===== src/rtl/dmem_map_pkg.sv =====
// Shared data_mem map, widths and sequencer state encoding.
// Used by mem_access_sequencer; no macros are consumed here.
package dmem_map_pkg;

    localparam int unsigned DATA_W = 16;
    localparam int unsigned ADDR_W = 8;
    localparam int unsigned CNT_W  = 4;

    localparam logic [ADDR_W-1:0] LED_ADDR      = 8'h44;
    localparam logic [ADDR_W-1:0] SW_ADDR       = 8'h4E;
    localparam logic [ADDR_W-1:0] RO_BASE_ADDR  = 8'h4E;
    localparam logic [ADDR_W-1:0] RO_LIMIT_ADDR = 8'h4F;

    typedef enum logic [1:0] {
        ST_IDLE  = 2'd0,
        ST_WRITE = 2'd1,
        ST_READ  = 2'd2,
        ST_RESP  = 2'd3
    } state_t;

    typedef struct packed {
        logic              write;
        logic [ADDR_W-1:0] addr;
        logic [DATA_W-1:0] wdata;
    } req_t;

    // Inclusive address window test.
    function automatic logic in_window(input logic [ADDR_W-1:0] addr,
                                       input logic [ADDR_W-1:0] lo,
                                       input logic [ADDR_W-1:0] hi);
        return (addr >= lo) && (addr <= hi);
    endfunction

endpackage


===== src/rtl/mem_access_sequencer.sv =====
// Single-outstanding data_mem initiator: sequences write/read strobes and returns a one-cycle response.
// Optional feature macro: MAU_RO_GUARD_EN (blocks stores to the read-only window with a fault response).
module mem_access_sequencer
    import dmem_map_pkg::*;
#(
    parameter int unsigned       RD_LATENCY = 1,
    parameter logic [ADDR_W-1:0] RO_BASE    = RO_BASE_ADDR,
    parameter logic [ADDR_W-1:0] RO_LIMIT   = RO_LIMIT_ADDR
) (
    input  logic              CLK,
    input  logic              RST,
    input  logic              req_valid,
    output logic              req_ready,
    input  logic              req_write,
    input  logic [ADDR_W-1:0] req_addr,
    input  logic [DATA_W-1:0] req_wdata,
    output logic              resp_valid,
    output logic [DATA_W-1:0] resp_rdata,
    output logic              resp_fault,
    output logic              busy,
    output logic [ADDR_W-1:0] address,
    output logic              read_en,
    output logic              write_en,
    output logic [DATA_W-1:0] input_data,
    input  logic [DATA_W-1:0] output_data
);

    if (RD_LATENCY > 15) begin : g_bad_latency
        $error("mem_access_sequencer: RD_LATENCY must be 0..15");
    end
    if (RO_BASE > RO_LIMIT) begin : g_bad_ro_window
        $error("mem_access_sequencer: RO_BASE must not exceed RO_LIMIT");
    end

    state_t           state, state_next;
    logic [CNT_W-1:0] cnt, cnt_next;
    req_t             req;
    logic             accept;
    logic             capture;
    logic             ro_store;

    assign req = '{write: req_write, addr: req_addr, wdata: req_wdata};

    // State and latency counter register.
    always_ff @(posedge CLK or posedge RST) begin
        if (RST) begin
            state <= ST_IDLE;
            cnt   <= '0;
        end else begin
            state <= state_next;
            cnt   <= cnt_next;
        end
    end

    // Next-state and counter decode.
    always_comb begin
        state_next = state;
        cnt_next   = cnt;
        accept     = 1'b0;
        capture    = 1'b0;
`ifdef MAU_RO_GUARD_EN
        ro_store   = req.write && in_window(req.addr, RO_BASE, RO_LIMIT);
`else
        ro_store   = 1'b0;
`endif
        case (state)
            ST_IDLE: begin
                if (req_valid) begin
                    accept = 1'b1;
                    if (req.write) begin
                        state_next = ro_store ? ST_RESP : ST_WRITE;
                    end else begin
                        state_next = ST_READ;
                        cnt_next   = CNT_W'(RD_LATENCY);
                    end
                end
            end
            ST_WRITE: state_next = ST_RESP;
            ST_READ: begin
                // Counter saturates at zero; the zero cycle is the capture cycle.
                if (cnt == '0) begin
                    capture    = 1'b1;
                    state_next = ST_RESP;
                end else begin
                    cnt_next = cnt - CNT_W'(1);
                end
            end
            ST_RESP:  state_next = ST_IDLE;
            default:  state_next = ST_IDLE;
        endcase
    end

    // Registered bus strobes, handshake and response; strobes are decoded from the next state.
    always_ff @(posedge CLK or posedge RST) begin
        if (RST) begin
            req_ready  <= 1'b1;
            busy       <= 1'b0;
            resp_valid <= 1'b0;
            resp_rdata <= '0;
            address    <= '0;
            input_data <= '0;
            read_en    <= 1'b0;
            write_en   <= 1'b0;
        end else begin
            req_ready  <= (state_next == ST_IDLE);
            busy       <= (state_next != ST_IDLE);
            resp_valid <= (state_next == ST_RESP);
            read_en    <= (state_next == ST_READ);
            write_en   <= (state_next == ST_WRITE);
            if (accept) begin
                address    <= req.addr;
                input_data <= req.wdata;
            end
            if (capture) begin
                resp_rdata <= output_data;
            end
        end
    end

`ifdef MAU_RO_GUARD_EN
    // A blocked store is the only path into RESP carrying a fault.
    always_ff @(posedge CLK or posedge RST) begin
        if (RST) begin
            resp_fault <= 1'b0;
        end else begin
            resp_fault <= accept && ro_store;
        end
    end
`else
    assign resp_fault = 1'b0;
`endif

endmodule


===== config.mk =====
export PLATFORM = sky130hd
export DESIGN_NAME = mem_access_sequencer
export DESIGN_NICKNAME = d
export VERILOG_FILES = /design/src/rtl/dmem_map_pkg.sv /design/src/rtl/mem_access_sequencer.sv
export SDC_FILE = /design/constraint.sdc
export NUM_CORES = 1
export LEC_CHECK = 0
export CAP_MARGIN = 20
export CORE_MARGIN = 2
export CORE_UTILIZATION = 38
export CTS_CLUSTER_SIZE = 14
export DETAILED_ROUTE_END_ITERATION = 6
export MAX_ROUTING_LAYER = met4
export PLACE_DENSITY = 0.78
export SKIP_CTS_REPAIR_TIMING = 1
export SYNTH_ARGS = -nofsm -noshare
export SYNTH_HDL_FRONTEND = slang
export SYNTH_SLANG_ARGS = --single-unit
export TNS_END_PERCENT = 10

===== constraint.sdc =====
create_clock -name CLK -period 1.9 [get_ports CLK]
set_clock_uncertainty 0.2 [all_clocks]
set_input_delay 0.38 -clock CLK [delete_from_list [all_inputs] [get_ports CLK]]
set_output_delay 0.38 -clock CLK [all_outputs]
set_load 0.01 [all_outputs]

## Word level (Yosys, flattened, before mapping)

Cells that the tools add are included.

- Input bits: 44
- Bits in registers: 51

- Add/subtract/negate cells: 1
- Equality and inequality tests: 9
- Mux-type cells: 12
- Reductions and logical operators: 6

Operators with widths:

| operator | number |
|---|---|
| $mux 4 | 3 |
| $eq 2x2->1 const B | 4 |
| $pmux 2 s4 | 1 |
| $pmux 4 s2 | 1 |
| $mux 2 | 3 |
| $ne 2x2->1 const B | 3 |
| $eq 2x1->1 const B | 2 |
| $logic_not 2->1 | 2 |
| $logic_not 4->1 | 1 |
| $mux 1 | 4 |
| $reduce_and 4->1 | 1 |
| $reduce_bool 2->1 | 2 |
| $sub 4x1->4 const B | 1 |

## Logic depth before layout (Yosys ltp)

Gate-level depths: netlist of the first run.

- Depth in word-level cells: 4
- Depth in mapped cells: 7
- Depth with buffers taken out: 6

## Least setup slack after synthesis of the first run

No wires, ideal clock.

- Path kind: flip-flop to flip-flop
- Start: register state[0]
- End: register resp_rdata[0]
- Cell stages (with the launch flop): 7
- Slack: 75 ps
- Library setup time: 125 ps
- Data arrival time: 1501 ps
- Path buffers: 2
- Data required time: 1575 ps
- Period minus slack after synthesis: 1825 ps
- Cells stage by stage: dfrtp_1 -> inv_1 -> ha_1 -> buf_6 -> and4bb_4 -> buf_2 -> mux2_2

- Word-level cells in the longest chain between the ends: 2

Ends and longest elaborated chain:

| what | line | text |
|---|---|---|
| from (decl) | mem_access_sequencer.sv:35 | `state_t state, state_next;` |
| from (signal assigned) | mem_access_sequencer.sv:50 | `state <= state_next;` |
| $eq 2x2->1 | mem_access_sequencer.sv:66 | `case (state)` |
| $mux 1 | mem_access_sequencer.sv:66 |  |
| to (signal assigned) | mem_access_sequencer.sv:115 | `resp_rdata <= output_data;` |
| to (decl) | mem_access_sequencer.sv:18 | `output logic [DATA_W-1:0] resp_rdata,` |

Every way passes these cells.
A chain may end at the register's enable or synchronous reset.

## Worst setup path after layout of the first run

- Start: register state[0]
- End: register resp_rdata[1]

The elaborated chain is that of the path after synthesis.

==> results.sh, run 1 <==
export IMPL_wirelength_mm=4.28
export IMPL_vias_per_cell=4.74
export IMPL_p_leak_nw=1.38
export IMPL_rr_endpoint="resp_rdata[1]$_DFFE_PP0P_"
export IMPL_hold_viol_final=0
export IMPL_total_power_w=0.00525
export IMPL_row_count=27
export IMPL_synth_xor_area_frac=0
export IMPL_io_buffers=88
export IMPL_antenna_cells=0
export IMPL_cts_tree="built"
export IMPL_pwr_share_clk=0.120
export IMPL_cts_inserted_buffers=5
export IMPL_synth_compound_area_share=0.0490
export IMPL_grt_max_degree=52
export IMPL_core_um2=5410
export IMPL_syn2layout_area_growth_pct=54.2
export IMPL_worstSetupEndpointType="flop"
export IMPL_syn_nets=192
export IMPL_slowest_delay_ns=0.46
export IMPL_yosys_area_share_simple=0.0609
export IMPL_worstPathCellList="inv_1 > ha_1 > and4bb_2 > mux2_2"
export IMPL_die_area_um2=6130
export IMPL_fillers=453
export IMPL_drc=0
export IMPL_path_clk_slew_ns=0.09
export IMPL_synth_mux_area_frac=0.215
export IMPL_cp_start_kind="flop"
export IMPL_hpwl_mm=2.99
export IMPL_cpMaxStageDelayCell="and4bb_2"
export IMPL_gr_total_overflow=0
export IMPL_post_route_min_period_ns=1.84
export IMPL_reg2regPathDepth=4
export IMPL_io_pins=90
export IMPL_routabilityCongestion=0.837
export IMPL_crit_buf_inv=1
export IMPL_r2r_start="state[0]$_DFF_PP0_"
export IMPL_power_density_nw_per_um2=1620
export IMPL_antenna_found_initial=0
export IMPL_cp_startpoint="state[0]$_DFF_PP0_"
export IMPL_track_usage=0.147
export IMPL_critPathKind="flop to flop"
export IMPL_drt_iter0_drc=28
export IMPL_drive_gt1_frac=0.259
export IMPL_cp_max_fo=10
export IMPL_root_buffer="clkbuf_8"
export IMPL_finalNetCount=291
export IMPL_combPwrFrac=0.515
export IMPL_swShare=0.311
export IMPL_p_int_w=0.00361
export IMPL_drv_cap=0
export IMPL_htree_levels=2
export IMPL_via_count=1493
export IMPL_die_h_um=78.3
export IMPL_drtPass1Iterations=4
export IMPL_initial_core_util=0.388
export IMPL_ant_nets=0
export IMPL_drv_slew=0
export IMPL_final_util=0.598
export IMPL_grt_pass1_wl_mm=7.02
export IMPL_syn_area_per_cell_um2=14.7
export IMPL_rsz0062_at_grt="yes"
export IMPL_synth_cell_types=28
export IMPL_netlist_instances=143
export IMPL_ys_seq_area_frac=0.610
export IMPL_cp_required_ns=1.89
export IMPL_ir_drop_v=0.000778
export IMPL_p_seq_frac=0.365
export IMPL_cp_num_cells=4
export IMPL_rrSetupSlack_ns=0.06
export IMPL_status="finished clean"
export IMPL_synth_warnings=0
export IMPL_first_global_vias=1638
export IMPL_synth_edf_count=0
export IMPL_ys_flop_type="dfrtp_1"
export IMPL_p_sw_w=0.00163
export IMPL_synth_seq_cells=51
export IMPL_wl_per_cell_um=13.6
export IMPL_setup_viol=0
export IMPL_synth_top_family_by_area="multiplexers"
export IMPL_crit_family="simple AND/OR/NAND/NOR gates"
export IMPL_syn_cell_area_um2=2100
export IMPL_insertion_delay_ns=0.29
export IMPL_fin_crit_sh=0.969
export IMPL_clock_fmax_mhz=543
export IMPL_cts_buffer_depth=2
export IMPL_synthArstFlopShare=1.00
export IMPL_crit_arrival_ns=1.83
export IMPL_die_width_um=78.3
export IMPL_hold_path_class="input pin to async pin"
export IMPL_synth_fa_ha_area_frac=0.0299
export IMPL_crit_end="resp_rdata[1]$_DFFE_PP0P_"
export IMPL_cts_sinks=51
==> state kept, by name, summed over array words and instances, names as in the netlist <==
name and flops:
input_data 16, resp_rdata 16, address 8, cnt 4, state 2, busy 1, read_en 1, req_ready 1
resp_valid 1, write_en 1
==> worst reg2reg max path, stage by stage (launching register included) <==
cell and delay (ns):
dfrtp_1 0.40, inv_1 0.08, ha_1 0.22, and4bb_2 0.46, mux2_2 0.38
==> synthesized netlist by cell type (2+ instances only) <==
library cell,number,area [um2]
buf_6,2,22.5
and3_1,2,12.5
a21oi_1,2,10.0
nand2b_1,3,18.8
ha_1,5,62.6
nand3_1,3,15.0
a211o_1,2,17.5
buf_2,3,15.0
dfrtp_1,50,1250
nand2_1,2,7.51
nor3_1,2,10.0
inv_1,7,26.3
nand3b_1,5,37.5
o211ai_1,2,15.0
mux2_2,40,450
==> worst min path at each step <==
stage	end	slack [ns]
global route	input_data[7]$_DFFE_PP0P_	0.27
floorplan	cnt[1]$_DFFE_PP0P_	0.28
finish	resp_rdata[1]$_DFFE_PP0P_	0.24
CTS	resp_rdata[1]$_DFFE_PP0P_	0.24
global placement	address[7]$_DFFE_PP0P_	0.29
detailed placement	address[2]$_DFFE_PP0P_	0.29
==> area by class of cell <==
type	instances	area (um2)	area share
sequential	51	1280	0.395
multi-input combinational	80	767	0.237
tap	72	90.1	0.0279
clock buffer	7	86.3	0.0267
clock inverter	1	8.76	0.00271
inverter	7	26.3	0.00813
timing repair buffer	97	976	0.302
==> layout by cell type (no fill, tap or decap), types with 2 or more instances in the layout <==
master and n:
a211o_1 2, a21oi_1 2, and3_1 2, buf_12 2
buf_4 7, clkbuf_8 6, clkdlybuf4s50_1 87, dfrtp_1 50
ha_1 5, inv_1 6, mux2_2 40, nand2_1 2
nand2b_1 3, nand3_1 3, nand3b_1 5, nor3_1 2
o211ai_1 2
==> through the flow <==
step                hold slack (ns)  cells  cell area [um2]  worst slack, ns  setup TNS, ns
detailed placement            0.292    306             3110          -0.0577         -0.109
floorplan                     0.283    143             2100           0.0745              0
finish                        0.238    315             3230           0.0589              0
global route                  0.273    315             3230          -0.0359         -0.203
global placement              0.287    306             3110           0.0168              0
CTS                           0.244    314             3210          -0.0599         -0.121
==> power by group through the flow <==
stage | Sequential (W) | Clock [W] | Combinational, W
final | 0.00191 | 0.000629 | 0.00270
after detailed placement | 0.00194 | 0 | 0.00270
after floorplan | 0.00215 | 0 | 0.00112
after CTS | 0.00192 | 0.000670 | 0.00271
after global placement | 0.00192 | 0 | 0.00265
after global routing | 0.00199 | 0.000698 | 0.00295
==> routing by layer <==
metal | track usage | share of wire | routed length [um] | vias to the layer above
li1 | - | - | - | 704
met1 | 0.169 | 0.44 | 1890 | 733
met2 | 0.251 | 0.50 | 2120 | 52
met3 | 0.0345 | 0.053 | 228 | 4
met4 | 0.0579 | 0.0089 | 38 | 0
met5 | - | 0 | 0 | -
==> cell families after synthesis <==
group	Yosys count
multiplexers	40
flip-flops	51
AND/OR/NAND/NOR	20
buffers and inverters	13
adder cells (fa/ha/maj)	5
AO/OA/AOI/OAI	13
other	1
(Power assumes the default switching activity.)
==> run 2: changes to the inputs <==
ABC_CLOCK_PERIOD_IN_PS = 1900   (was not set)
==> results of run 2 <==
The final DEF is identical to that of run 1; final timing and power are the same.
